## config.mk

```make
export PLATFORM = sky130hd
export DESIGN_NAME = thumb_fetch_align
export DESIGN_NICKNAME = d
export VERILOG_FILES = /design/src/rtl/thumb_fetch_align.sv
export SDC_FILE = /design/constraint.sdc
export NUM_CORES = 1
export LEC_CHECK = 0
export CORE_MARGIN = 2
export CORE_UTILIZATION = 49
export CTS_BUF_LIST = sky130_fd_sc_hd__clkbuf_2 sky130_fd_sc_hd__clkbuf_4 sky130_fd_sc_hd__clkbuf_8
export CTS_CLUSTER_DIAMETER = 200
export DETAILED_ROUTE_END_ITERATION = 6
export MAX_ROUTING_LAYER = met4
export PLACE_DENSITY = 0.79
export SLEW_MARGIN = 30
export SYNTH_ARGS = -nofsm -noshare
export SYNTH_HDL_FRONTEND = slang
export SYNTH_SLANG_ARGS = --single-unit
```

## constraint.sdc

```tcl
create_clock -name clk -period 3.3 [get_ports clk]
set_input_delay 0.66 -clock clk [delete_from_list [all_inputs] [get_ports clk]]
set_output_delay 0.66 -clock clk [all_outputs]
set_load 0.02 [all_outputs]
```

## src/rtl/thumb_fetch_align.sv

```systemverilog
`default_nettype none
// ============================================================================
// Module   : thumb_fetch_align
// Purpose  : Splits 32-bit fetch words into left-justified 16/32-bit Thumb
//            instructions through a 4-halfword queue, with redirect realign.
// Revision : 1.0 - initial release
// ============================================================================
module thumb_fetch_align (
  input  logic        clk,
  input  logic        rst_n,
  input  logic [31:0] fw_data,
  input  logic        fw_valid,
  output logic        fw_ready,
  input  logic        flush,
  input  logic [31:0] flush_pc,
  output logic [31:0] inst_out,
  output logic        inst_is32,
  output logic [31:0] inst_pc,
  output logic        inst_valid,
  input  logic        inst_ready
);

  logic [15:0] r_q [4];
  logic [1:0]  r_rd_ptr;
  logic [1:0]  r_wr_ptr;
  logic [2:0]  r_count;
  logic        r_drop_first;
  logic [31:0] r_pc;

  logic [15:0] w_head;
  logic [15:0] w_second;
  logic        w_head_is32;
  logic        w_enq;
  logic        w_deq;
  logic [2:0]  w_enq_n;
  logic [2:0]  w_deq_n;
  logic        w_unused;

  assign w_unused = flush_pc[0];

  assign w_head      = r_q[r_rd_ptr];
  assign w_second    = r_q[r_rd_ptr + 2'd1];
  // First halfword of a 32-bit encoding: bits [15:11] = 11101/11110/11111
  assign w_head_is32 = (w_head[15:13] == 3'b111) && (w_head[12:11] != 2'b00);

  assign inst_valid = w_head_is32 ? (r_count >= 3'd2) : (r_count != 3'd0);
  assign inst_is32  = w_head_is32;
  assign inst_out   = w_head_is32 ? {w_head, w_second} : {w_head, 16'h0000};
  assign inst_pc    = r_pc;
  assign fw_ready   = (r_count <= 3'd2);

  assign w_enq   = fw_valid & fw_ready & ~flush;
  assign w_deq   = inst_valid & inst_ready & ~flush;
  assign w_enq_n = !w_enq ? 3'd0 : (r_drop_first ? 3'd1 : 3'd2);
  assign w_deq_n = !w_deq ? 3'd0 : (w_head_is32 ? 3'd2 : 3'd1);

  always_ff @(posedge clk or negedge rst_n) begin
    if (!rst_n) begin
      for (int i = 0; i < 4; i++) r_q[i] <= 16'h0000;
      r_rd_ptr     <= 2'd0;
      r_wr_ptr     <= 2'd0;
      r_count      <= 3'd0;
      r_drop_first <= 1'b0;
      r_pc         <= 32'h0;
    end else if (flush) begin
      r_rd_ptr     <= 2'd0;
      r_wr_ptr     <= 2'd0;
      r_count      <= 3'd0;
      r_drop_first <= flush_pc[1];
      r_pc         <= {flush_pc[31:1], 1'b0};
    end else begin
      if (w_enq) begin
        // A redirect to an odd halfword keeps only the upper half of the first word
        if (r_drop_first) begin
          r_q[r_wr_ptr] <= fw_data[31:16];
        end else begin
          r_q[r_wr_ptr]         <= fw_data[15:0];
          r_q[r_wr_ptr + 2'd1]  <= fw_data[31:16];
        end
        r_drop_first <= 1'b0;
      end
      r_wr_ptr <= r_wr_ptr + w_enq_n[1:0];
      r_rd_ptr <= r_rd_ptr + w_deq_n[1:0];
      r_count  <= r_count + w_enq_n - w_deq_n;
      r_pc     <= r_pc + {28'd0, w_deq_n, 1'b0};
    end
  end

endmodule
`default_nettype wire

```

==> summary.txt <==
STA
  – Setup Skew: 0.0126 ns
  – Worst Tran Pin Value: 0.886 ns
  – Highest Clock Rate: 308 MHz
  – Worst hold slack: 0.284 ns
  – Clock period minus worst slack: 3.24 ns
  – Period utilisation layout: 0.983
  – Fin. max-slew vios: 0
  – Final setup violation count: 0
  – Unrepaired setup endpoints after global routing: true
  – Max_slew headroom: 0.410
  – Fin. Hold Viols: 0
  – Setup TNS: 0 ns

Worst setup path
  – Crit path depth: 13
  – R2R depth: 13
  – Critical path type: reg2reg
  – CP Buf/Inv Count: 5
  – FF-to-FF End: r_count[2]$_DFF_PN0_
  – R2R Path Start: r_rd_ptr[0]$_DFF_PN0_
  – Critical Path Sink: r_count[2]$_DFF_PN0_
  – Crit path max-delay family: adder cells
  – Critical path's slowest cell: fa_1
  – Critical path endpoint category: flop
  – Max FO, Critical Path: 24
  – Worst endpoint data arrival time: 3.51 ns
  – Worst Setup SP: r_rd_ptr[0]$_DFF_PN0_
  – CP Launch Type: flop
  – Critical path cell sequence: buf_8 > mux4_2 > o2111ai_4 > buf_4 > inv_2 > nand4_1 > buf_4 > fa_1 > inv_1 > fa_1 > xor2_1 > xnor2_1 > nor2_1
  – Slowest stage delay, CP: 0.53 ns
  – R2R setup slack: 0.06 ns
  – CP required: 3.57 ns

Cells and area
  – Count of filler cells inserted in the layout: 1127
  – ANT cells: 0
  – Layout area overhead: 24.8%
  – Layout Cells excl Fill: 1005
  – Fin nets: 902
  – Finished Cell Area: 0.00877 mm2
  – Layout cells sized above 1: 0.176

Yosys
  – Syn Area/Cell: 9.76 um2
  – Ys flop type: dfrtp_1
  – Post-synth cell types: 45
  – Commonest cells post-synth: dfrtp_1, nand2_1, a221oi_1, clkbuf_1, a21o_1
  – Yosys top cell area share: 0.367
  – Synth area leaders: dfrtp_1, mux4_2, a221oi_1
  – Mapped Cells: 720
  – Post-synthesis sequential area ratio: 0.367
  – Number of synthesized flops with an enable pin: 0
  – Mapped cell area: 0.00703 mm2
  – Area leader, netlist: dfrtp_1
  – Top-count cell post-synth: dfrtp_1
  – #FFs+latches synth: 103
  – FFs w/ async S/R, synth: 1.00
  – Yosys warns: 0
  – Synth Net Count: 802

Status
  – Status: finished clean

GRT
  – Vias in the first global route: 6280
  – First-pass GRT wire length: 31200 um
  – GR Util All Layers: 0.270
  – Largest net degree at the start of global routing: 75
  – GRT overflow: 0
  – Initial antenna violation count: 0

Floorplan
  – Starting density of the core: 0.505
  – Die Span Y: 124 um
  – Row count: 43
  – Ports: 136
  – Die X: 124 um
  – Die area: 0.0153 mm2
  – Core area: 0.0139 mm2

Power and ir drop
  – Peak VDD IR: 0.000246 V
  – Power density over cell area: 602 mW/mm2
  – Leakage: 3.70 nW

CTS
  – Clock Path Buffers: 2
  – Root Buffer: clkbuf_8
  – Clock slew seen by the registers of the worst setup and hold paths: 0.10 ns
  – Clock sink count: 103
  – CTS tree: built
  – Worst skew pair latency: 0.39 ns
  – CTS Buf Count: 9
  – H-tree levels: 3

Routing
  – Vias per std cell: 6.36
  – DR WL/cell: 19.3 um
  – Residual DRC: 0
  – First-pass DRT Iterations: 6
  – Routed Wire Length: 19400 um
  – Vias: 6392
  – Antenna-violating nets left: 0
  – Iter 0 DRT Violations: 671

Place
  – Placed Area: 0.00856 mm2
  – Placer Congestion: 0.856
  – I/O Buffers: 133
  – Placed wire-length estimate: 13500 um
  – DP Cell Count: 987

Hold path
  – Worst hold path class: in2async

Flow run
  – Max_cap viols: 0
==> cells in the final DEF (no fill, tap or decap), types with 32 or more instances in the layout <==
master,n
a211oi_1,32
a21o_1,35
a21oi_1,32
a221oi_1,64
buf_4,39
clkdlybuf4s50_1,114
dfrtp_1,100
mux2_2,33
mux4_2,32
nand2_1,91
==> worst min-delay path by stage <==
stage,depth (start not counted),start,slack (ns),endpoint
after floorplan,0,rst_n,0.36,inst_pc[10]$_DFF_PN0_
after CTS,1,rst_n,0.29,r_q[40]$_DFFE_PN0P_
after global placement,1,r_q[5]$_DFFE_PN0P_,0.47,r_q[5]$_DFFE_PN0P_
final,1,rst_n,0.28,r_q[37]$_DFFE_PN0P_
after detailed placement,1,r_q[6]$_DFFE_PN0P_,0.49,r_q[6]$_DFFE_PN0P_
after global routing,1,rst_n,0.32,r_q[37]$_DFFE_PN0P_
==> flip-flops by register name, summed over array words and instances (netlist names) <==
signal,flops
inst_pc,31
r_count,3
r_drop_first,1
r_q,64
r_rd_ptr,2
r_wr_ptr,2
==> worst register-to-register path: stages (launching register included) <==
cell	delay, ns
dfrtp_2	0.44
buf_8	0.24
mux4_2	0.30
o2111ai_4	0.15
buf_4	0.16
inv_2	0.06
nand4_1	0.14
buf_4	0.19
fa_1	0.53
inv_1	0.06
fa_1	0.44
xor2_1	0.19
xnor2_1	0.16
nor2_1	0.06
==> area by class of cell <==
type                            count  area [um2]  share of cell area
Clock buffer                       11         145              0.0165
Inverter                           20        75.1             0.00856
Clock inverter                      5        33.8             0.00385
Tap cell                          180         225              0.0257
Sequential cell                   103        2580               0.295
Multi-Input combinational cell    510        4030               0.460
Timing Repair Buffer              176        1680               0.191
==> kinds of logic after synthesis <==
group / after synthesis / synth area share
AOI/OAI and AO/OA: 217 / 0.225
and+or+nand+nor: 198 / 0.138
buffers and inverters: 107 / 0.0683
DFF: 103 / 0.367
muxes: 65 / 0.155
xor gates and xnor gates: 16 / 0.0199
adders and majority gates: 13 / 0.0263
other: 1 / 0.000533
==> metal layers <==
metal | wire [um] | GRT usage | up-vias
li1 | - | - | 2925
met2 | 9660 | 0.440 | 291
met3 | 1540 | 0.0549 | 39
met1 | 7840 | 0.338 | 3137
met5 | 0 | - | -
met4 | 390 | 0.0902 | 0
==> per-stage QoR <==
stage / utilization / power, mW / worst slack, ns
after CTS: 0.626 / 5.26 / 0.00871
after global routing: 0.629 / 5.59 / -0.0909
after detailed placement: 0.614 / 4.51 / -0.0610
after floorplan: - / 3.54 / -0.00902
final: 0.629 / 5.28 / 0.0569
after global placement: 0.614 / 4.39 / 0.0455
==> report_power, final <==
| part | total, mW | switching, mW | leakage, nW | internal (mW) |
|---|---|---|---|---|
| Clock | 0.753 | 0.450 | 0.0887 | 0.302 |
| Sequential | 2.01 | 0.354 | 1.29 | 1.65 |
| Combinational | 2.52 | 1.18 | 2.33 | 1.34 |
| Total | 5.28 | 1.99 | 3.70 | 3.29 |
==> repair_timing <==
item                                    CTS  global route
gates resized for setup                  20            10
hold buffers                              0             0
pin swaps                                 0             2
endpoints found under the setup margin   28            17
setup buffers                             0             2
Power figures use the tool's default switching activity.
